===== src/rtl/adc_pkg.sv =====
// adc_pkg: constants shared by the front-panel ADC scanner.
//   Frame layout of the 8-channel serial ADC: 16 SCLK cycles per frame.
//   The address is taken on rising edges 2..4 and data is returned on
//   rising edges 4..11, MSB first.
package adc_pkg;

  localparam int ADC_FRAME_BITS      = 16;
  localparam int ADC_ADDR_FIRST_EDGE = 2;
  localparam int ADC_ADDR_BITS       = 3;
  localparam int ADC_DATA_FIRST_EDGE = 4;
  localparam int ADC_DATA_BITS       = 8;

  typedef logic [2:0] adc_ch_t;

endpackage


===== src/rtl/adc_sclk_div.sv =====
// adc_sclk_div: SCLK half-period tick generator.
//   clk  : system clock
//   rst  : asynchronous active-high reset (counter to 0)
//   clr  : synchronous clear; holds the counter at 0 and suppresses tick
//   tick : one-clk pulse every CLK_DIV clks while clr is low
module adc_sclk_div #(
  parameter int CLK_DIV = 4
) (
  input  logic clk,
  input  logic rst,
  input  logic clr,
  output logic tick
);

  localparam int            CW   = (CLK_DIV > 1) ? $clog2(CLK_DIV) : 1;
  localparam logic [CW-1:0] LAST = CW'(CLK_DIV - 1);

  logic [CW-1:0] cnt_q, cnt_d;

  always_comb begin
    tick  = !clr && (cnt_q == LAST);
    cnt_d = cnt_q + CW'(1);
    if (clr || tick) cnt_d = '0;
  end

  always_ff @(posedge clk or posedge rst) begin
    if (rst) cnt_q <= '0;
    else     cnt_q <= cnt_d;
  end

endmodule


===== src/rtl/adc_scan.sv =====
// adc_scan: SPI master that round-robins the front-panel serial ADC over
// channels 0..NUM_CH-1 and delivers each 8-bit result with its channel.
//   clk, rst      : system clock, asynchronous active-high reset
//   enable        : keep scanning while high
//   adc_cs_n      : chip select, active low
//   adc_sclk      : serial clock, idles high
//   adc_din       : address bits to the ADC (changes on SCLK falling edges)
//   adc_dout      : data from the ADC (asynchronous, double-synchronised)
//   sample        : last result, MSB = DB7
//   sample_ch     : channel of sample
//   sample_valid  : one-clk pulse when sample/sample_ch update
//
// state | meaning
// IDLE  | pins idle, divider held clear, waiting for enable
// SETUP | CS low, SCLK high for one half-period
// SHIFT | 16 SCLK cycles, half_q counts 32 half-periods (even = SCLK low)
// HOLD  | CS high for one half-period; result published on entry
module adc_scan
  import adc_pkg::*;
#(
  parameter int CLK_DIV = 4,
  parameter int NUM_CH  = 8
) (
  input  logic       clk,
  input  logic       rst,
  input  logic       enable,
  output logic       adc_cs_n,
  output logic       adc_sclk,
  output logic       adc_din,
  input  logic       adc_dout,
  output logic [7:0] sample,
  output logic [2:0] sample_ch,
  output logic       sample_valid
);

  typedef enum logic [1:0] {S_IDLE, S_SETUP, S_SHIFT, S_HOLD} state_t;

  localparam logic [4:0] LAST_HALF = 5'(2 * ADC_FRAME_BITS - 1);
  localparam logic [3:0] ADDR_LO   = 4'(ADC_ADDR_FIRST_EDGE);
  localparam logic [3:0] ADDR_HI   = 4'(ADC_ADDR_FIRST_EDGE + ADC_ADDR_BITS - 1);
  localparam logic [3:0] DATA_LO   = 4'(ADC_DATA_FIRST_EDGE);
  localparam logic [3:0] DATA_HI   = 4'(ADC_DATA_FIRST_EDGE + ADC_DATA_BITS - 1);
  localparam adc_ch_t    LAST_CH   = adc_ch_t'(NUM_CH - 1);

  state_t     state_q, state_d;
  logic [4:0] half_q, half_d;
  adc_ch_t    sent_ch_q, sent_ch_d;
  adc_ch_t    conv_ch_q, conv_ch_d;
  logic       first_q, first_d;
  logic [1:0] sync_q;
  logic [1:0] cap_q, cap_d;
  logic [7:0] shift_q, shift_d;
  logic       cs_n_q, cs_n_d;
  logic       sclk_q, sclk_d;
  logic       din_q, din_d;
  logic [7:0] sample_q, sample_d;
  adc_ch_t    sample_ch_q, sample_ch_d;
  logic       sample_valid_q, sample_valid_d;
  logic       tick;
  logic [3:0] rise_edge;
  logic [3:0] next_edge;

  adc_sclk_div #(.CLK_DIV(CLK_DIV)) u_div (
    .clk  (clk),
    .rst  (rst),
    .clr  (state_q == S_IDLE),
    .tick (tick)
  );

  always_comb begin
    state_d        = state_q;
    half_d         = half_q;
    sent_ch_d      = sent_ch_q;
    conv_ch_d      = conv_ch_q;
    first_d        = first_q;
    sample_d       = sample_q;
    sample_ch_d    = sample_ch_q;
    sample_valid_d = 1'b0;
    shift_d        = shift_q;
    rise_edge      = half_q[4:1];
    // The capture strobe trails the SCLK rising tick by two clks so that it
    // lines up with the pin value seen at that instant after the synchroniser.
    cap_d          = {cap_q[0], 1'b0};

    if (cap_q[1]) shift_d = {shift_q[6:0], sync_q[1]};

    case (state_q)
      S_IDLE: begin
        if (enable) begin
          state_d   = S_SETUP;
          first_d   = 1'b1;
          sent_ch_d = '0;
        end
      end
      S_SETUP: begin
        if (tick) begin
          state_d = S_SHIFT;
          half_d  = '0;
        end
      end
      S_SHIFT: begin
        if (tick) begin
          if (!half_q[0] && rise_edge >= DATA_LO && rise_edge <= DATA_HI)
            cap_d[0] = 1'b1;
          if (half_q == LAST_HALF) begin
            state_d        = S_HOLD;
            sample_d       = shift_q;
            sample_ch_d    = conv_ch_q;
            sample_valid_d = !first_q;
            conv_ch_d      = sent_ch_q;
            first_d        = 1'b0;
          end else begin
            half_d = half_q + 5'd1;
          end
        end
      end
      S_HOLD: begin
        if (tick) begin
          if (enable) begin
            state_d   = S_SETUP;
            sent_ch_d = (sent_ch_q == LAST_CH) ? '0 : sent_ch_q + 3'd1;
          end else begin
            state_d = S_IDLE;
          end
        end
      end
      default: state_d = S_IDLE;
    endcase

    // Pins are registered from the next state so every edge lands on a tick.
    next_edge = half_d[4:1];
    cs_n_d    = !(state_d == S_SETUP || state_d == S_SHIFT);
    sclk_d    = (state_d == S_SHIFT) ? half_d[0] : 1'b1;
    din_d     = 1'b0;
    if (state_d == S_SHIFT && next_edge >= ADDR_LO && next_edge <= ADDR_HI)
      din_d = sent_ch_d[2'(ADDR_HI - next_edge)];
  end

  always_ff @(posedge clk or posedge rst) begin
    if (rst) begin
      state_q        <= S_IDLE;
      half_q         <= '0;
      sent_ch_q      <= '0;
      conv_ch_q      <= '0;
      first_q        <= 1'b1;
      sync_q         <= '0;
      cap_q          <= '0;
      shift_q        <= '0;
      cs_n_q         <= 1'b1;
      sclk_q         <= 1'b1;
      din_q          <= 1'b0;
      sample_q       <= '0;
      sample_ch_q    <= '0;
      sample_valid_q <= 1'b0;
    end else begin
      state_q        <= state_d;
      half_q         <= half_d;
      sent_ch_q      <= sent_ch_d;
      conv_ch_q      <= conv_ch_d;
      first_q        <= first_d;
      sync_q         <= {sync_q[0], adc_dout};
      cap_q          <= cap_d;
      shift_q        <= shift_d;
      cs_n_q         <= cs_n_d;
      sclk_q         <= sclk_d;
      din_q          <= din_d;
      sample_q       <= sample_d;
      sample_ch_q    <= sample_ch_d;
      sample_valid_q <= sample_valid_d;
    end
  end

  assign adc_cs_n     = cs_n_q;
  assign adc_sclk     = sclk_q;
  assign adc_din      = din_q;
  assign sample       = sample_q;
  assign sample_ch    = sample_ch_q;
  assign sample_valid = sample_valid_q;

endmodule


===== config.mk =====
export PLATFORM = sky130hd
export DESIGN_NAME = adc_scan
export DESIGN_NICKNAME = d
export VERILOG_FILES = /design/src/rtl/adc_pkg.sv /design/src/rtl/adc_sclk_div.sv /design/src/rtl/adc_scan.sv
export SDC_FILE = /design/constraint.sdc
export NUM_CORES = 1
export LEC_CHECK = 0
export CORE_MARGIN = 2
export CORE_UTILIZATION = 50
export CTS_CLUSTER_SIZE = 8
export DETAILED_ROUTE_END_ITERATION = 12
export DONT_BUFFER_PORTS = 1
export PLACE_DENSITY = 0.68
export SYNTH_ARGS = -nofsm -noshare
export SYNTH_HDL_FRONTEND = slang
export SYNTH_SLANG_ARGS = --single-unit

===== constraint.sdc =====
create_clock -name clk -period 2.25 [get_ports clk]
set_input_delay 0.3375 -clock clk [delete_from_list [all_inputs] [get_ports clk]]
set_output_delay 0.3375 -clock clk [all_outputs]
set_load 0.005 [all_outputs]

==> impl_metrics.env, run 1 <==
export IMPL_status="complete, no violations"
export IMPL_grtUsageMet2_pct=29.00
export IMPL_ctsHoldBuffers=0
export IMPL_cts_root_buffer="clkbuf_8"
export IMPL_dpl_hpwl_um=2469
export IMPL_path_common_cell="ha_4"
export IMPL_fillCellCount=294
export IMPL_final_cells=216
export IMPL_yosys_warnings=0
export IMPL_cts_tree="yes"
export IMPL_period_minus_slack_ns=2.152
export IMPL_start_util_pct=52.44
export IMPL_core_um2=3689
export IMPL_setup_violations=0
export IMPL_drive_gt1_share_pct=39.29
export IMPL_synthArstFlopShare_pct=100.0
export IMPL_synth_top_area_cell="dfrtp_1"
export IMPL_clk_pin_slew_ns=0.08
export IMPL_ys_seq_elements=43
export IMPL_grt_pass1_vias=1252
export IMPL_wl_per_cell_um=15.56
export IMPL_grt_total_usage_pct=17.84
export IMPL_cts_htree_levels=2
export IMPL_grt_pass1_wl_um=5837
export IMPL_clock_skew_ns=0.006226
export IMPL_cp_end_kind="flip-flop"
export IMPL_netlist_instances=148
export IMPL_leakagePower_uw=0.001046
export IMPL_placed_area_um2=2064
export IMPL_num_rows=22
export IMPL_fmax_ghz=0.4646
export IMPL_critPathRequiredTime_ns=2.46
export IMPL_pwr_density_cell_nw_per_um2=615.1
export IMPL_tightest_slew_ns=0.5307
export IMPL_drt_iter0_markers=115
export IMPL_cts_path_max_buffers=2
export IMPL_grt_max_degree=44
export IMPL_cp_slowest_stage_delay_ns=0.42
export IMPL_ant_nets=0
export IMPL_synth_top_area_share_pct=51.75
export IMPL_via_per_inst=5.366
export IMPL_ios=19
export IMPL_synthTopCellsByArea="dfrtp_1, mux2_2, ha_1, dfstp_2, nor2_1"
export IMPL_finalCritPeriodShare_pct=95.65
export IMPL_dp_cells=205
export IMPL_cp_arrival_ns=2.36
export IMPL_ir_worst_vdd_v=0.0003401
export IMPL_p_seq_share_pct=56.0
export IMPL_drcViolationCount=0
export IMPL_grt_overflow=0
export IMPL_avgSynthCellArea_um2=13.07
export IMPL_path_max_fanout=5
export IMPL_hold_violations=0
export IMPL_netlist_area_um2=1934
export IMPL_cts_sinks=43
export IMPL_slew_headroom_pct=64.62
export IMPL_rrSetupSlack_ns=0.1
export IMPL_hold_class="input pin to asynchronous set/reset pin"
export IMPL_dieWidth_um=66.20
export IMPL_comb_power_share_pct=1.3
export IMPL_drv_cap=0
export IMPL_design_area_um2=2253
export IMPL_p_sw_uw=277.7
export IMPL_p_int_uw=1108
export IMPL_critical_path_class="flip-flop to flip-flop"
export IMPL_seq_area_frac_synth_pct=55.82
export IMPL_gr_usage_met1_pct=22.28
export IMPL_reg2reg_depth=8
export IMPL_layout_nets=181
export IMPL_clock_latency_ns=0.29
export IMPL_tns_ns=0
export IMPL_gr_usage_met3_pct=4.770
export IMPL_syn_nets=162
export IMPL_cts_made_buffers=5
export IMPL_clkPwrFrac_pct=42.7
export IMPL_swShare_pct=20.04
export IMPL_synthFlopType="dfrtp_1"
export IMPL_place_port_buffers=0
export IMPL_rr_endpoint="adc_din$_DFF_PP0_"
export IMPL_antenna_found_initial=0
export IMPL_diodes=0
export IMPL_gp_congestion=0.8852
export IMPL_grt_busiest_layer="met2"
export IMPL_synth_edff_count=0
export IMPL_via_count=1159
export IMPL_reg2reg_from="half_q[1]$_DFF_PP0_"
export IMPL_worstPathCellList="ha_4 -> nand4_4 -> nor2b_4 -> a311oi_4 -> ha_4 -> nor2_1 -> mux2_2 -> a311oi_2"
export IMPL_dieArea_um2=4382
export IMPL_yosysUniqueCellTypes=35
export IMPL_drtPass1Iterations=4
export IMPL_final_cell_mix="dfrtp_1, mux2_2, buf_4"
export IMPL_slew_violations=0
export IMPL_area_growth_pct=16.49
export IMPL_drt_wl_total_um=3360
export IMPL_crit_path_top_delay_cell="dfrtp_1"
export IMPL_layout_commonest_cell="dfrtp_1"
export IMPL_start_kind="flip-flop"
export IMPL_die_y_um=66.20
metrics by stage:
| step | power [µW] | setup WS, ns | utilization, % | hold slack [ns] |
|---|---|---|---|---|
| after floorplan | 804.8 | 0.06983 | - | 0.3312 |
| after global placement | 810.4 | 0.07315 | 55.97 | 0.3336 |
| after detailed placement | 811.1 | -0.07435 | 55.97 | 0.3497 |
| after CTS | 1404 | 0.01750 | 59.94 | 0.05529 |
| after global routing | 1435 | -0.006508 | 61.09 | 0.04849 |
| final | 1386 | 0.09778 | 61.09 | 0.05580 |
worst max-delay path, delay by kind of cell, from the launching register on:
kind / cells / cell delay [ns]
AO/OA/AOI/OAI: 2 / 0.61
adder cells (fa/ha/maj): 2 / 0.38
flip-flops: 1 / 0.42
multiplexers: 1 / 0.26
AND/OR/NAND/NOR: 3 / 0.38
cell usage after synthesis, types with 3 or more instances:
cell / n
dfrtp_1: 40
mux2_2: 23
nor2_1: 11
ha_1: 10
inv_1: 9
nand3_1: 7
nand2_1: 5
o21ai_0: 4
dfstp_2: 3
timing repair:
action,CTS,global route
resized for setup,4,7
pin swaps,1,2
setup buffers,1,2
endpoints found under the setup margin,1,1
cell families after synthesis:
kind of cell	after synthesis	share of synthesized area, %
buffers and inverters	12	2.781
xor gates and xnor gates	1	0.4529
muxes	25	14.42
DFF	43	55.82
adders and majority gates	10	6.468
AOI/OAI and AO/OA	18	8.151
and+or+nand+nor	39	11.90
sequential cells by signal, indices dropped and copies added (netlist names), 2 cells and up:
register and count:
sample 8, conv_ch_q 3, shift_q 8, cap_q 2
sync_q 2, sent_ch_q 3, sample_ch 3, half_q 5
state_q 2, u_div.cnt_q 2
worst max path at each step:
stage | from | end | slack (ns) | cells after the start
global route | state_q[0]$_DFF_PP0_ | adc_din$_DFF_PP0_ | -0.007 | 9
finish | half_q[1]$_DFF_PP0_ | adc_din$_DFF_PP0_ | 0.1 | 8
floorplan | state_q[0]$_DFF_PP0_ | adc_din$_DFF_PP0_ | 0.07 | 8
detailed placement | state_q[0]$_DFF_PP0_ | adc_din$_DFF_PP0_ | -0.07 | 9
global placement | state_q[0]$_DFF_PP0_ | adc_din$_DFF_PP0_ | 0.07 | 9
CTS | state_q[0]$_DFF_PP0_ | adc_din$_DFF_PP0_ | 0.02 | 9
power groups by stage:
stage,clock [µW],sequential (µW),combinational (µW)
final,591,776,18.5
after detailed placement,0,791,19.7
after CTS,608,776,19.8
after global placement,0,791,19.2
after floorplan,0,791,13.8
after global routing,636,777,22.7
per-layer routing:
metal  part of all wire (%)  wire length [µm]
met4                    1.7                56
met3                    4.3               143
met1                     46              1554
met2                     48              1605
met5                      0                 0
final cells by class:
type                    count  area (µm²)  share of cell area, %
clock inverters             3       43.79                  1.943
inverters                   9       33.78                  1.499
multi-input cells          93       854.6                  37.92
clock buffers               5       68.82                  3.054
well taps                  48       60.06                  2.665
repair buffers             15       112.6                  4.997
flip-flops and latches     43        1080                  47.92
Note: power is estimated with default switching activity, not from simulation.
==> inputs of run 2 (changes only) <==
--- a/config.mk
+++ b/config.mk
@@ -10,7 +10,6 @@
 export CTS_CLUSTER_SIZE = 8
 export DETAILED_ROUTE_END_ITERATION = 12
 export DONT_BUFFER_PORTS = 1
-export PLACE_DENSITY = 0.68
 export SYNTH_ARGS = -nofsm -noshare
 export SYNTH_HDL_FRONTEND = slang
 export SYNTH_SLANG_ARGS = --single-unit
==> constraint.sdc (replaced) <==
create_clock -name clk -period 2.4 [get_ports clk]
set_input_delay 0.36 -clock clk [delete_from_list [all_inputs] [get_ports clk]]
set_output_delay 0.36 -clock clk [all_outputs]
set_load 0.005 [all_outputs]
==> run 2 against run 1 <==
First-iteration DRC count fell by 29%. Total power fell by 6.2%. Combinational power is 5% lower. Sequential power is 6.2% lower. Cell count shrank 1.4%. Clock skew down 0.00066 ns. Routed wire length grew 6.5%. Fmax fell by 8.1%. Worst hold slack got worse by 0.048 ns. Critical path depth unchanged. Largest cell class unchanged. Highest routed layer unchanged.
==> impl_metrics.env, run 2 (synthesis gave the netlist of run 1 again) <==
export IMPL_drcViolationCount=0
export IMPL_ant_nets=0
export IMPL_dpl_hpwl_um=2437
export IMPL_cp_arrival_ns=2.54
export IMPL_setup_violations=0
export IMPL_layout_commonest_cell="dfrtp_1"
export IMPL_clock_skew_ns=0.005562
export IMPL_pwr_density_cell_nw_per_um2=583.6
export IMPL_period_minus_slack_ns=2.342
export IMPL_tightest_slew_ns=0.8298
export IMPL_hold_violations=0
export IMPL_leakagePower_uw=0.001039
export IMPL_slew_headroom_pct=44.34
export IMPL_reg2reg_depth=8
export IMPL_diodes=0
export IMPL_core_um2=3689
export IMPL_grt_total_usage_pct=17.85
export IMPL_cts_made_buffers=5
export IMPL_place_port_buffers=0
export IMPL_design_area_um2=2227
export IMPL_cts_root_buffer="clkbuf_8"
export IMPL_finalCritPeriodShare_pct=97.58
export IMPL_start_util_pct=52.44
export IMPL_holdWs_ns=0.008243
export IMPL_dieArea_um2=4382
export IMPL_path_max_fanout=5
export IMPL_clk_pin_slew_ns=0.08
export IMPL_cts_tree="yes"
export IMPL_status="complete, no violations"
export IMPL_antenna_found_initial=0
export IMPL_grt_max_degree=25
export IMPL_critPathRequiredTime_ns=2.60
export IMPL_drt_iter0_markers=82
export IMPL_die_y_um=66.20
export IMPL_cts_path_max_buffers=2
export IMPL_placed_area_um2=2012
export IMPL_slew_violations=0
export IMPL_layout_nets=178
export IMPL_drv_cap=0
export IMPL_wl_per_cell_um=16.80
export IMPL_cts_sinks=43
export IMPL_via_count=1182
export IMPL_start_kind="flip-flop"
export IMPL_num_rows=22
export IMPL_final_cell_mix="dfrtp_1, mux2_2, buf_4"
export IMPL_grt_overflow=0
export IMPL_dieWidth_um=66.20
export IMPL_grt_pass1_wl_um=5789
export IMPL_fmax_ghz=0.4270
export IMPL_drive_gt1_share_pct=35.15
export IMPL_drtPass1Iterations=4
export IMPL_ios=19
export IMPL_hold_class="input pin to asynchronous set/reset pin"
export IMPL_grt_pass1_vias=1245
export IMPL_via_per_inst=5.549
export IMPL_cts_htree_levels=2
export IMPL_gp_congestion=0.8234
export IMPL_critical_path_class="flip-flop to flip-flop"
export IMPL_clock_latency_ns=0.29
export IMPL_ctsHoldBuffers=0
export IMPL_ir_worst_vdd_v=0.0004196
export IMPL_cp_end_kind="flip-flop"
export IMPL_area_growth_pct=15.14
export IMPL_drt_wl_total_um=3578
-- run 2: layout make-up --
cell class | instances | area, µm²
repair buffers | 12 | 90.09
multi-input cells | 93 | 850.8
well taps | 48 | 60.06
clock inverters | 3 | 43.79
inverters | 9 | 33.78
fillers | 290 | 1461
flip-flops and latches | 43 | 1080
clock buffers | 5 | 68.82
-- run 2: layer usage --
layer | wire, µm | share of wire, % | vias up | global-route usage [%]
met2 | 1866 | 52 | 25 | 30.25
met3 | 150 | 4.2 | 6 | 6.303
met1 | 1515 | 42 | 596 | 21.22
met4 | 46 | 1.3 | 0 | 5.357
li1 | - | - | 555 | -
met5 | 0 | 0 | - | 0
-- run 2: critical path, stage by stage (launching register included) --
cell	delay, ns
dfrtp_1	0.42
inv_1	0.19
ha_4	0.19
and2b_1	0.21
o221ai_1	0.32
a32oi_4	0.12
ha_1	0.34
nand3b_1	0.19
a311oi_2	0.27
-- run 2: report_power, final --
group          total, µW  switching (µW)  internal (µW)
registers            728            1.27            727
logic               17.6            15.0           2.66
clock network        554             244            310
-- run 2: per-stage QoR --
| step | TNS (ns) | setup WS, ns | power [µW] | utilization [%] | std cells |
|---|---|---|---|---|---|
| final | 0 | 0.05800 | 1300 | 60.38 | 213 |
| after global routing | -0.04753 | -0.04753 | 1350 | 60.38 | 213 |
| after CTS | 0 | 0.01169 | 1313 | 57.80 | 207 |
| after detailed placement | -0.02353 | -0.02353 | 761.3 | 54.55 | 198 |
| after global placement | 0 | 0.1152 | 760.0 | 54.55 | 198 |
| after floorplan | 0 | 0.2198 | 754.5 | - | 148 |
-- run 2: worst paths after layout --
path | slack, ns | start | endpoint
hold / removal | 0.008 | rst | conv_ch_q[0]$_DFFE_PP0P_
max in group asynchronous | 1.65 | rst | first_q$_DFFE_PP1P_
setup / recovery | 0.06 | state_q[0]$_DFF_PP0_ | adc_din$_DFF_PP0_
setup reg to reg | 0.06 | state_q[0]$_DFF_PP0_ | adc_din$_DFF_PP0_
hold reg to reg | 0.35 | cap_q[0]$_DFF_PP0_ | cap_q[1]$_DFF_PP0_
min in group clk | 0.09 | adc_dout | sync_q[0]$_DFF_PP0_
-- run 2: what timing repair did --
| action | CTS | global route |
|---|---|---|
| pin swaps | 1 | 1 |
| gates resized for setup | 0 | 8 |
| buffers inserted | 1 | 6 |
| endpoints found under the setup margin | 1 | 1 |
| cloned | 0 | 0 |
==> inputs of run 3 (changes only) <==
--- a/config.mk
+++ b/config.mk
@@ -10,6 +10,7 @@
 export CTS_CLUSTER_SIZE = 8
 export DETAILED_ROUTE_END_ITERATION = 12
 export DONT_BUFFER_PORTS = 1
+export REMOVE_ABC_BUFFERS = 1
 export SYNTH_ARGS = -nofsm -noshare
 export SYNTH_HDL_FRONTEND = slang
 export SYNTH_SLANG_ARGS = --single-unit
==> run 3 against run 2 <==
Setup slack better by 0.070 ns. Sequential power barely moved. First-iteration DRC count decreased by 26%. Clock power grew 19%. Highest routed layer unchanged.
==> impl_metrics.env, run 3 (synthesis gave the netlist of run 1 again) <==
export IMPL_path_max_fanout=6
export IMPL_dieWidth_um=66.20
export IMPL_clk_pin_slew_ns=0.08
export IMPL_critical_path_class="flip-flop to flip-flop"
export IMPL_via_count=1162
export IMPL_leakagePower_uw=0.001032
export IMPL_tns_ns=0
export IMPL_tightest_slew_ns=0.5165
export IMPL_slew_violations=0
export IMPL_fin_ws_ns=0.1276
export IMPL_status="complete, no violations"
export IMPL_clock_skew_ns=0.006345
export IMPL_multi_input_area_um2=829.5
export IMPL_grt_max_degree=44
export IMPL_cts_made_buffers=5
export IMPL_layout_commonest_cell="dfrtp_1"
export IMPL_worstPathCellList="inv_1 -> ha_2 -> nand2b_1 -> a21oi_4 -> a311oi_4 -> ha_1 -> nand3b_1 -> a311oi_2"
export IMPL_cts_path_max_buffers=2
export IMPL_gr_usage_met1_pct=17.92
export IMPL_fmax_ghz=0.4401
export IMPL_grt_total_usage_pct=15.97
export IMPL_cts_root_buffer="clkbuf_8"
export IMPL_hold_class="input pin to asynchronous set/reset pin"
export IMPL_fillCellCount=292
export IMPL_cts_htree_levels=2
export IMPL_final_cells=211
export IMPL_clock_latency_ns=0.29
export IMPL_num_rows=22
export IMPL_dp_cells=199
export IMPL_wl_per_cell_um=15.03
export IMPL_gr_usage_met3_pct=4.770
export IMPL_pwr_density_cell_nw_per_um2=633.1
export IMPL_crit_path_top_delay_cell="dfrtp_1"
export IMPL_cp_slowest_stage_delay_ns=0.41
export IMPL_post_place_ws_ns=-0.01232
export IMPL_critPathRequiredTime_ns=2.60
export IMPL_period_minus_slack_ns=2.272
export IMPL_gp_congestion=0.9293
export IMPL_drcViolationCount=0
export IMPL_die_y_um=66.20
export IMPL_crit_buf_inv=1
export IMPL_placed_area_um2=2019
export IMPL_finalCritPeriodShare_pct=94.68
export IMPL_drv_cap=0
export IMPL_grtUsageMet2_pct=26.88
export IMPL_place_port_buffers=0
export IMPL_cp_arrival_ns=2.47
export IMPL_seqCellArea_um2=1080
export IMPL_setup_violations=0
export IMPL_total_power_uw=1402
export IMPL_rsz0062_at_grt="false"
export IMPL_cts_tree="yes"
export IMPL_grt_pass1_vias=1139
export IMPL_crit_family="compound AO/OA/AOI/OAI gates"
export IMPL_ios=19
export IMPL_ir_worst_vdd_v=0.0004469
export IMPL_layout_nets=176
export IMPL_drt_iter0_markers=61
export IMPL_ant_nets=0
export IMPL_start_util_pct=52.44
export IMPL_cts_sinks=43
export IMPL_dpl_hpwl_um=2289
export IMPL_grt_overflow=0
export IMPL_drt_wl_total_um=3172
export IMPL_design_area_um2=2215
export IMPL_grt_pass1_wl_um=5119
export IMPL_start_kind="flip-flop"
export IMPL_drive_gt1_share_pct=34.97
export IMPL_area_growth_pct=14.49
export IMPL_ctsHoldBuffers=0
export IMPL_core_um2=3689
export IMPL_via_per_inst=5.507
export IMPL_dieArea_um2=4382
export IMPL_antenna_found_initial=0
export IMPL_grt_busiest_layer="met2"
export IMPL_hold_violations=0
export IMPL_diodes=0
export IMPL_slew_headroom_pct=65.57
export IMPL_cp_end_kind="flip-flop"
export IMPL_drtPass1Iterations=4
export IMPL_final_cell_mix="dfrtp_1, mux2_2, nor2_1"
run 3: cell count changes in the layout (fill, tap and decap cells not counted), sizes merged:
cell / change
inv: +1
clkinv: -3
buf: -2
bufinv: +1
clkinvlp: +1
run 3: final timing paths:
| path | depth (start not counted) | endpoint | startpoint | slack, ns |
|---|---|---|---|---|
| worst max-delay path | 8 | adc_din$_DFF_PP0_ | state_q[0]$_DFF_PP0_ | 0.13 |
| worst min-delay path | 2 | sample_ch[0]$_DFFE_PP0P_ | rst | 0.08 |
| worst max register to register | 8 | adc_din$_DFF_PP0_ | state_q[0]$_DFF_PP0_ | 0.13 |
| worst min register to register | 0 | cap_q[1]$_DFF_PP0_ | cap_q[0]$_DFF_PP0_ | 0.35 |
| max in group asynchronous | 2 | adc_sclk$_DFF_PP1_ | rst | 1.95 |
| min in group clk | 0 | sync_q[0]$_DFF_PP0_ | adc_dout | 0.09 |
run 3: layer usage:
layer | routed length, µm | vias up
met5 | 0 | -
met4 | 67 | 0
met3 | 119 | 7
met2 | 1613 | 21
met1 | 1371 | 580
li1 | - | 554
run 3: what timing repair did:
item	4_1_cts	5_1_grt
buffers inserted	1	3
endpoints found under the setup margin	1	1
pin swaps	0	1
gates resized for setup	1	5
run 3: power breakdown:
| group | leakage [µW] | internal (µW) | switching [µW] |
|---|---|---|---|
| clock | 0.0000644 | 415 | 243 |
| combinational | 0.000414 | 2.68 | 14.5 |
| sequential | 0.000554 | 727 | 0.943 |
run 3: cell type report:
class                   instances  share of cell area, %
flip-flops and latches         43                  48.76
multi-input cells              93                  37.46
repair buffers                 10                  3.390
clock buffers                   5                  3.107
clock inverters                 3                  3.051
well taps                      48                  2.712
inverters                       9                  1.525
run 3: metrics by stage:
step           hold WS, ns  utilization [%]
3_3_place_gp        0.3327            54.75
2_1_floorplan       0.3312                -
6_report           0.08453            60.04
5_1_grt            0.07464            60.04
3_5_place_dp        0.3355            54.75
4_1_cts            0.07910            58.96
